`config.mk`:
```
export PLATFORM = sky130hd
export DESIGN_NAME = bp_pi_switch_flat
export DESIGN_NICKNAME = d
export VERILOG_FILES = /design/src/rtl/common_pkg.sv /design/src/rtl/bp_pi_switch_if.sv /design/src/rtl/bp_pi_switch_arb.sv /design/src/rtl/bp_pi_switch.sv /design/src/flat_wrapper.sv
export SDC_FILE = /design/constraint.sdc
export NUM_CORES = 1
export LEC_CHECK = 0
export CORE_UTILIZATION = 52
export DETAILED_ROUTE_END_ITERATION = 16
export HOLD_SLACK_MARGIN = 0.15
export PLACE_DENSITY = 0.74
export SYNTH_ARGS = -nofsm -noshare
export SYNTH_HDL_FRONTEND = slang
export SYNTH_HIERARCHICAL = 1
export SYNTH_SLANG_ARGS = --single-unit
```
`constraint.sdc`:
```
create_clock -name clk -period 5.2 [get_ports clk]
set_clock_uncertainty 0.15 [all_clocks]
set_input_delay 0.52 -clock clk [delete_from_list [all_inputs] [get_ports clk]]
set_output_delay 0.52 -clock clk [all_outputs]
set_load 0.02 [all_outputs]
```
`src/rtl/common_pkg.sv`:
```
// Shared BFT switch definitions: port indices and address-routing helpers.
package common_pkg;

    localparam int PORT_L   = 0;
    localparam int PORT_R   = 1;
    localparam int PORT_U0  = 2;
    localparam int PORT_U1  = 3;
    localparam int FLIT_MAX = 512;

    typedef logic [1:0] port_t;

    function automatic logic [31:0] addr_field(
        logic [FLIT_MAX-1:0] flit,
        int dw,
        int aw
    );
        logic [FLIT_MAX-1:0] s;
        logic [31:0] m;
        s = flit >> (dw - aw);
        m = (32'd1 << aw) - 32'd1;
        return s[31:0] & m;
    endfunction

    function automatic logic is_local(
        logic [31:0] a,
        int posl,
        int posx
    );
        return (a >> (posl + 1)) == 32'(posx);
    endfunction

    function automatic port_t down_port(
        logic [31:0] a,
        int posl
    );
        return a[posl] ? port_t'(PORT_R) : port_t'(PORT_L);
    endfunction

endpackage

```
`src/rtl/bp_pi_switch_if.sv`:
```
// Valid/ready flit bundle for all ports of a BFT switch.
interface bp_pi_switch_if #(
    parameter int P   = 4,
    parameter int D_W = 32
);
    logic [P-1:0]          in_valid;
    logic [P-1:0]          in_ready;
    logic [P-1:0][D_W-1:0] in_data;
    logic [P-1:0]          out_valid;
    logic [P-1:0]          out_ready;
    logic [P-1:0][D_W-1:0] out_data;

    modport master (
        output in_valid, in_data, out_ready,
        input  in_ready, out_valid, out_data
    );

    modport slave (
        input  in_valid, in_data, out_ready,
        output in_ready, out_valid, out_data
    );
endinterface

```
`src/rtl/bp_pi_switch_arb.sv`:
```
// Round-robin arbiter: one-hot grant, search starts at last grant + 1.
module bp_rr_arbiter #(
    parameter int P = 4
) (
    input  logic         clk,
    input  logic         rst,
    input  logic         en,
    input  logic [P-1:0] req,
    output logic [P-1:0] gnt
);
    localparam int PW = (P > 1) ? $clog2(P) : 1;

    logic [PW-1:0] ptr;
    logic [PW-1:0] sel;
    logic          found;

    always_comb begin
        gnt   = '0;
        sel   = '0;
        found = 1'b0;
        for (int k = 0; k < P; k++) begin
            int idx;
            idx = int'(ptr) + k;
            if (idx >= P) idx = idx - P;
            if (en && !found && req[idx]) begin
                found    = 1'b1;
                gnt[idx] = 1'b1;
                sel      = PW'(idx);
            end
        end
    end

    always_ff @(posedge clk or negedge rst) begin
        if (!rst) begin
            ptr <= '0;
        end else if (found) begin
            ptr <= (sel == PW'(P - 1)) ? '0 : sel + 1'b1;
        end
    end

endmodule

```
`src/rtl/bp_pi_switch.sv`:
```
// Backpressure BFT switch: per-input FIFOs, address routing, RR outputs.
// Define BP_PI_SWITCH_ASSERT_EN to compile simulation assertions.
module bp_pi_switch
    import common_pkg::*;
#(
    parameter int N           = 8,
    parameter int A_W         = $clog2(N) + 1,
    parameter int D_W         = 32,
    parameter int posl        = 0,
    parameter int posx        = 0,
    parameter int NUM_UP      = 2,
    parameter int FIFO_DEPTH  = 4,
    parameter int GENERALIZED = 0
) (
    input logic           clk,
    input logic           rst,
    bp_pi_switch_if.slave bus
);
    localparam int P  = 2 + NUM_UP;
    localparam int FW = $clog2(FIFO_DEPTH);
    localparam int CW = FW + 1;

    logic [D_W-1:0] mem  [P][FIFO_DEPTH];
    logic [FW-1:0]  wp   [P];
    logic [FW-1:0]  rp   [P];
    logic [CW-1:0]  cnt  [P];
    logic [CW-1:0]  cnxt [P];
    logic [D_W-1:0] head [P];
    logic [31:0]    a    [P];
    port_t          tgt  [P];
    logic [P-1:0]   req  [P];
    logic [P-1:0]   gnt  [P];
    logic [D_W-1:0] odat [P];

    logic [P-1:0] rdy_q;
    logic [P-1:0] push;
    logic [P-1:0] pop;
    logic [P-1:0] hv;
    logic [P-1:0] tog;
    logic [P-1:0] free;
    logic [P-1:0] ov;

    logic [P-1:0][D_W-1:0] od;

    assign bus.in_ready  = rdy_q;
    assign bus.out_valid = ov;
    assign bus.out_data  = od;
    assign push          = bus.in_valid & rdy_q;
    assign free          = ~ov | bus.out_ready;

    always_comb begin
        for (int i = 0; i < P; i++) begin
            hv[i]   = (cnt[i] != '0);
            head[i] = mem[i][rp[i]];
            cnxt[i] = cnt[i] + CW'(push[i]) - CW'(pop[i]);
        end
    end

    // Only l/r inputs may turn upward; parent inputs always descend.
    always_comb begin
        for (int i = 0; i < P; i++) begin
            a[i]   = addr_field(FLIT_MAX'(head[i]), D_W, A_W);
            tgt[i] = down_port(a[i], posl);
            if (i < 2 && !is_local(a[i], posl, posx)) begin
                if (NUM_UP == 1)
                    tgt[i] = port_t'(PORT_U0);
                else if (GENERALIZED != 0)
                    tgt[i] = a[i][posl+1] ? port_t'(PORT_U1)
                                          : port_t'(PORT_U0);
                else
                    tgt[i] = tog[i] ? port_t'(PORT_U1)
                                    : port_t'(PORT_U0);
            end
        end
    end

    always_comb begin
        for (int o = 0; o < P; o++) begin
            for (int i = 0; i < P; i++) begin
                req[o][i] = hv[i] && (tgt[i] == port_t'(o));
            end
        end
    end

    for (genvar o = 0; o < P; o++) begin : g_arb
        bp_rr_arbiter #(
            .P (P)
        ) u_arb (
            .clk (clk),
            .rst (rst),
            .en  (free[o]),
            .req (req[o]),
            .gnt (gnt[o])
        );
    end

    always_comb begin
        pop = '0;
        for (int o = 0; o < P; o++) begin
            odat[o] = '0;
            for (int i = 0; i < P; i++) begin
                pop[i] = pop[i] | gnt[o][i];
                if (gnt[o][i]) odat[o] = head[i];
            end
        end
    end

    always_ff @(posedge clk) begin
        for (int i = 0; i < P; i++) begin
            if (push[i]) mem[i][wp[i]] <= bus.in_data[i];
        end
    end

    always_ff @(posedge clk or negedge rst) begin
        if (!rst) begin
            rdy_q <= '0;
            tog   <= '0;
            for (int i = 0; i < P; i++) begin
                wp[i]  <= '0;
                rp[i]  <= '0;
                cnt[i] <= '0;
            end
        end else begin
            for (int i = 0; i < P; i++) begin
                if (push[i]) wp[i] <= wp[i] + 1'b1;
                if (pop[i])  rp[i] <= rp[i] + 1'b1;
                cnt[i]   <= cnxt[i];
                rdy_q[i] <= (cnxt[i] != CW'(FIFO_DEPTH));
                if (GENERALIZED == 0 && NUM_UP == 2 && pop[i] &&
                    tgt[i] >= port_t'(PORT_U0))
                    tog[i] <= ~tog[i];
            end
        end
    end

    always_ff @(posedge clk or negedge rst) begin
        if (!rst) begin
            ov <= '0;
            od <= '0;
        end else begin
            for (int o = 0; o < P; o++) begin
                if (free[o]) begin
                    ov[o] <= |gnt[o];
                    if (|gnt[o]) od[o] <= odat[o];
                end
            end
        end
    end

`ifdef BP_PI_SWITCH_ASSERT_EN
    logic [P-1:0] gcol [P];

    always_comb begin
        for (int i = 0; i < P; i++) begin
            gcol[i] = '0;
            for (int o = 0; o < P; o++) gcol[i][o] = gnt[o][i];
        end
    end

    for (genvar o = 0; o < P; o++) begin : g_sva
        a_stable: assert property (
            @(posedge clk) disable iff (!rst)
            (ov[o] && !bus.out_ready[o]) |=> $stable(od[o])
        );
    end

    always @(posedge clk) begin
        if (rst) begin
            a_up: assert (NUM_UP == 1 || NUM_UP == 2);
            a_pow2: assert (FIFO_DEPTH >= 2 &&
                (FIFO_DEPTH & (FIFO_DEPTH - 1)) == 0);
            for (int i = 0; i < P; i++) begin
                a_full: assert (!(push[i] &&
                    cnt[i] == CW'(FIFO_DEPTH)));
                a_one: assert ($onehot0(gcol[i]));
            end
        end
    end
`endif

endmodule

```
`src/flat_wrapper.sv`:
```
// flat-port wrapper written by rule: the top's interface ports become plain ports
module bp_pi_switch_flat import common_pkg::*;
#(
    parameter int N           = 8,
    parameter int A_W         = $clog2(N) + 1,
    parameter int D_W         = 32,
    parameter int posl        = 0,
    parameter int posx        = 0,
    parameter int NUM_UP      = 2,
    parameter int FIFO_DEPTH  = 4,
    parameter int GENERALIZED = 0
)
  (clk, rst, bus_in_valid, bus_in_data, bus_out_ready, bus_in_ready, bus_out_valid, bus_out_data);
  bp_pi_switch_if #(.P(4), .D_W(D_W)) bus_i ();
  input logic clk;
  input logic rst;
  input wire logic [$bits(bus_i.in_valid)-1:0] bus_in_valid;
  input wire logic [$bits(bus_i.in_data)-1:0] bus_in_data;
  input wire logic [$bits(bus_i.out_ready)-1:0] bus_out_ready;
  output wire logic [$bits(bus_i.in_ready)-1:0] bus_in_ready;
  output wire logic [$bits(bus_i.out_valid)-1:0] bus_out_valid;
  output wire logic [$bits(bus_i.out_data)-1:0] bus_out_data;
  assign bus_i.in_valid = bus_in_valid;
  assign bus_i.in_data = bus_in_data;
  assign bus_i.out_ready = bus_out_ready;
  assign bus_in_ready = bus_i.in_ready;
  assign bus_out_valid = bus_i.out_valid;
  assign bus_out_data = bus_i.out_data;
  bp_pi_switch #(.N(N), .A_W(A_W), .D_W(D_W), .posl(posl), .posx(posx), .NUM_UP(NUM_UP), .FIFO_DEPTH(FIFO_DEPTH), .GENERALIZED(GENERALIZED)) u_core (.clk(clk), .rst(rst), .bus(bus_i));
endmodule
```
## Word level (Yosys, flattened, before mapping)

Memory sizes are Yosys's and may differ from the RTL's.
Index checks and enable logic that the tools add are counted.
W data, S select, Z words.

| operators by class | value |
|---|---|
| reductions and logical operators | 96 |
| add/subtract/negate cells | 48 |
| bitwise operators | 37 |
| muxes and demuxes | 200 |
| eq/ne operators | 20 |
| magnitude comparators | 62 |

Operator list:

| kind | number |
|---|---|
| $mux W32 | 44 |
| $ge A32 B1 Y1 const B | 16 |
| $lt A32 B4 Y1 const B | 16 |
| $mux W128 | 4 |
| $bmux W32 S2 | 4 |
| $demux W32 S2 | 4 |
| $mux W1 | 74 |
| $logic_and A1 B1 Y1 | 66 |
| $logic_not A32 Y1 | 2 |
| $mux W4 | 16 |
| $ge A3 B3 Y1 const B | 20 |
| $or A4 B4 Y4 | 13 |
| $sub A3 B3 Y4 const B | 12 |
| $mux W2 | 22 |
| $bmux W1 S2 | 16 |
| $demux W1 S2 | 16 |
| $add A2 B1 Y2 const B | 12 |
| $add A2 B2 Y3 const B | 8 |
| $eq A2 B2 Y1 const B | 12 |
| $not A2 Y3 | 8 |
| $reduce_or A4 Y1 | 4 |
| $sub A2 B3 Y4 const B | 4 |
| $add A2 B1 Y3 const B | 4 |
| $add A3 B1 Y3 | 4 |
| other kinds (14) | 62 |

| storage, ports and cells | value |
|---|---|
| bits of input ports | 138 |
| memory bits (writable) | 512 |
| logic and storage cells | 491 |
| memories | 1 |
| register bits after elaboration | 174 |

Memories:

| name | words | bits a word | read ports | clocked after memory_dff | write ports | line | source |
|---|---|---|---|---|---|---|---|
| u_core.mem | 4 | 128 | 4 | 0 | 4 | bp_pi_switch.sv:23 | `logic [D_W-1:0] mem [P][FIFO_DEPTH];` |

## Logic depth before layout (Yosys ltp)

| logic depth | value |
|---|---|
| word-level depth | 30 |
| gate-level depth with buffers | 24 |
| depth with buffers taken out | 19 |

## Modules after synthesis

The synthesis kept the hierarchy.

Modules (own cells, without submodules):

| module | area an instance (um^2) | sequential area each (um^2) | cells an instance | instances |
|---|---|---|---|---|
| bp_pi_switch | 28259.6 | 19528.7 | 1747 | 1 |
| bp_rr_arbiter at u_core.g_arb[1].u_arb ... | 598.1 | 50.0 | 68 | 2 |
| bp_rr_arbiter at u_core.g_arb[0].u_arb | 723.2 | 50.0 | 93 | 1 |
| bp_rr_arbiter at u_core.g_arb[3].u_arb | 645.6 | 50.0 | 70 | 1 |

## Worst setup path after synthesis

No wires, ideal clock.

| path | value |
|---|---|
| kind | reg-to-reg |
| start point | register u_core/rp[6] (netlist bit) |
| end point | register u_core.rdy_q[0], in the netlist u_core/bus.in_ready[0] |
| arrival time | 5.094 ns |
| required time | 4.921 ns |
| stages on the path, launching flop included | 23 |
| path slack | -0.173 ns |
| path buffers | 3 |
| cell sequence | dfrtp_1 > buf_6 > buf_6 > mux2i_1 > mux2i_1 > or3_1 > nor3b_1 > mux2_4 > nor4b_4 > a41oi_2 > nor2_1 > a222oi_1 > nand2_1 > or4_1 > clkbuf_1 > ha_1 > inv_1 > ha_1 > inv_1 > fa_1 > xnor2_1 > xnor2_1 > nand3b_1 |

RTL lines:

| item | line | source |
|---|---|---|
| start, declared | bp_pi_switch.sv:25 | `logic [FW-1:0] rp [P];` |
| start signal, assigned by index | bp_pi_switch.sv:126 | `if (pop[i]) rp[i] <= rp[i] + 1'b1;` |
| end signal, assigned by index | bp_pi_switch.sv:128 | `rdy_q[i] <= (cnxt[i] != CW'(FIFO_DEPTH));` |
| end, declared | bp_pi_switch.sv:35 | `logic [P-1:0] rdy_q;` |

==> qor.yml <==
synth.top_cell.area_share_pct: 49.88
synth.cell_area_um2: 30820
grt_max_degree: 61
layout-drive-gt1-share_pct: 18.04
cts-htree-levels: 3
grt_use_met3_pct: 6.712
ys_warn_count: 6
synth_edf_count: 512
yosys.area_share.adder_pct: 2.371
yosys-top-cells-area: "edfxtp_1 50%, dfrtp_1 14%, mux4_2 8.0%, a22oi_1 2.6%, ha_1 2.1%"
yosys_register_bits: 686
wl_mm: 95.34
hpwl_mm: 66.78
worstMarginPinSlew_ns: 1.280
synthArstFlopShare_pct: 25.36
numCtsBuffers: 70
min_period_ns: 5.021
die_h_um: 245.5
layout.cells.non_filler: 3249
nets: 2620
synth_cell_types: 85
ys.flop_type: "edfxtp_1"
antenna_found_initial: 6
core_area_um2: 58140
fmax_mhz: 199.2
slew_viol_final: 0
hold_viol_final: 0
first_pass_iters: 10
start_util_pct: 53.02
hold_class: "in2async"
grt_remaining_overflow: 0
rows: 88
synth_top_family_by_area: "multiplexers"
dieArea_um2: 60260
grt_pass1_wl_mm: 138.5
setup_violations: 0
synth_xor_area_share_pct: 0.7388
synth.avg_cell_area_um2: 15.07
muxShareOfSynthArea_pct: 12.14
dpl.cell_count: 3110
rsz0062_at_grt: "yes"
maxCapViolCount: 0
synth_compound_area_share_pct: 11.60
vias_per_cell: 6.457
grt_usage_pct: 31.89
clockBufferDepth: 3
route.detailed.wl_per_inst_um: 29.34
clk_pin_slew_ns: 0.06
clock_tree.root_cell: "clkbuf_16"
fp.dieW_um: 245.5
clkLatencyLatePin_ns: 0.63
arrival_ns: 5.36
drt_iter0_markers: 2644
grt_pass1_vias: 21040
synthSimpleGateAreaFrac_pct: 6.113
end_kind: "register"
place.gp.congestion: 0.9670
portBuffers: 273
drtAntennaViolNets: 0
vias: 20980
post-route-period-util_pct: 96.55
busiest_layer: "met2"
crit_type: "reg2reg"
io_pins: 274
drc: 0
globalRouteMet2Util_pct: 49.00
clock_sinks: 686
grt_util_met1_pct: 42.37
crit_required_ns: 5.53
synthCells: 2046
cp-start-kind: "register"
relSlewSlack_pct: 14.28
seq_area_frac_synth_pct: 64.00
status: "finished clean"
crit_fanout: 11
yosysTopAreaCell: "edfxtp_1"
cts_tree: "built"
syn_to_final_growth_pct: 21.92
-- layer usage --
| metal | wire (um) | share of wire (%) | vias up |
|---|---|---|---|
| li1 | - | - | 8951 |
| met1 | 36470 | 38 | 10510 |
| met2 | 44370 | 47 | 1238 |
| met3 | 8758 | 9.2 | 274 |
| met4 | 5690 | 6.0 | 8 |
| met5 | 48 | 0.050 | - |
-- worst max-delay path, stage by stage (launching register included) --
cell      delay, ns
dfrtp_2        0.45
clkbuf_2       0.17
a211oi_1       0.38
or3_4          0.25
nor3_2         0.07
buf_4          0.21
mux4_2         0.47
buf_4          0.17
and2_1         0.21
a221o_1        0.40
or4_4          0.57
ha_1           0.29
inv_1          0.05
ha_1           0.13
inv_1          0.05
fa_1           0.37
xnor2_1        0.15
xnor2_1        0.22
nand3b_1       0.11
-- path summary, 6_finish.rpt --
check / startpoint / end / slack (ns) / cells after the start
setup / recovery: u_core/rp[6]$_DFFE_PN0P_ / u_core/bus.in_ready[0]$_DFF_PN0_ / 0.18 / 18
hold / removal: rst / u_core/rp[7]$_DFFE_PN0P_ / 0.33 / 2
setup reg to reg: u_core/rp[6]$_DFFE_PN0P_ / u_core/bus.in_ready[0]$_DFF_PN0_ / 0.18 / 18
hold reg to reg: u_core/bus.out_data[21]$_DFFE_PN0P_ / u_core/bus.out_data[21]$_DFFE_PN0P_ / 0.33 / 1
max in group asynchronous: rst / u_core/bus.out_data[86]$_DFFE_PN0P_ / 3.36 / 3
min in group clk: u_core/bus.out_data[21]$_DFFE_PN0P_ / u_core/bus.out_data[21]$_DFFE_PN0P_ / 0.33 / 1
-- kinds of logic (layout without fill, tap and decap cells) --
logic type      after synthesis  after routing
mux                         207            207
buf+inv                     190            609
compound gates              489            489
other cells                   1             20
fa+ha+maj                    56             56
flops                       686            686
simple gates                391            391
xor+xnor                     26             26
-- registers in the layout (all words and copies together), names as in the netlist --
signal and flops:
u_core/rp 8, u_core/cnt 12, u_core/mem 512, u_core/bus.out_data 128
u_core/g_arb.u_arb/ptr 8, u_core/bus.in_ready 4, u_core/bus.out_valid 4, u_core/wp 8
u_core/tog 2
-- Yosys cell counts (all sizes together), types with 51 or more instances --
cell type	instances
a22oi	105
a31oi	75
buf	63
clkbuf	75
dfrtp	174
edfxtp	512
ha	52
inv	51
mux2i	57
mux4	124
nand2	169
nor2	70
o22ai	90
-- cells in the final DEF (no fill, tap or decap), types with 22 or more instances in the layout --
cell / instances
a211oi_1: 26
a21o_1: 22
a22oi_1: 105
a31oi_1: 75
buf_4: 144
clkbuf_16: 72
clkdlybuf4s50_1: 272
dfrtp_1: 168
edfxtp_1: 512
ha_1: 52
inv_1: 50
mux2_2: 23
mux2i_1: 55
mux4_2: 110
nand2_1: 169
nor2_1: 64
nor3_1: 29
o22ai_1: 90
-- what timing repair did --
item | 4_1_cts | 5_1_grt
resized for setup | 3 | 14
endpoints found under the setup margin | 4 | 18
pin swaps | 0 | 8
buffers inserted | 0 | 8
endpoints found under the hold margin | 57 | 0
hold buffers | 1 | 0
-- area by class of cell --
class,instances,area [um2]
clock inverters,39,400.4
flip-flops and latches,686,19740
diodes,1,2.502
clock buffers,90,1899
fillers,4143,20550
repair buffers,428,4013
multi-input cells,1188,10380
inverters,52,195.2
well taps,765,957.2
-- metrics by stage --
stage | setup slack, ns | setup TNS [ns] | hold WS (ns) | utilization, % | cell area, um2
after CTS | 0.007619 | 0 | 0.3336 | 64.43 | 37460
after floorplan | 0.02889 | 0 | 0.07441 | - | 30900
after detailed placement | -0.01567 | -0.01567 | 0.3157 | 60.43 | 35130
after global placement | 0.1403 | 0 | 0.3127 | 60.43 | 35130
final | 0.1795 | 0 | 0.3288 | 64.65 | 37580
after global routing | -0.02061 | -0.03184 | 0.3543 | 64.65 | 37580
Power is left out: the tool's default activity adds up to more than one toggle a clock period on the data nets, which glitch-free logic cannot reach.
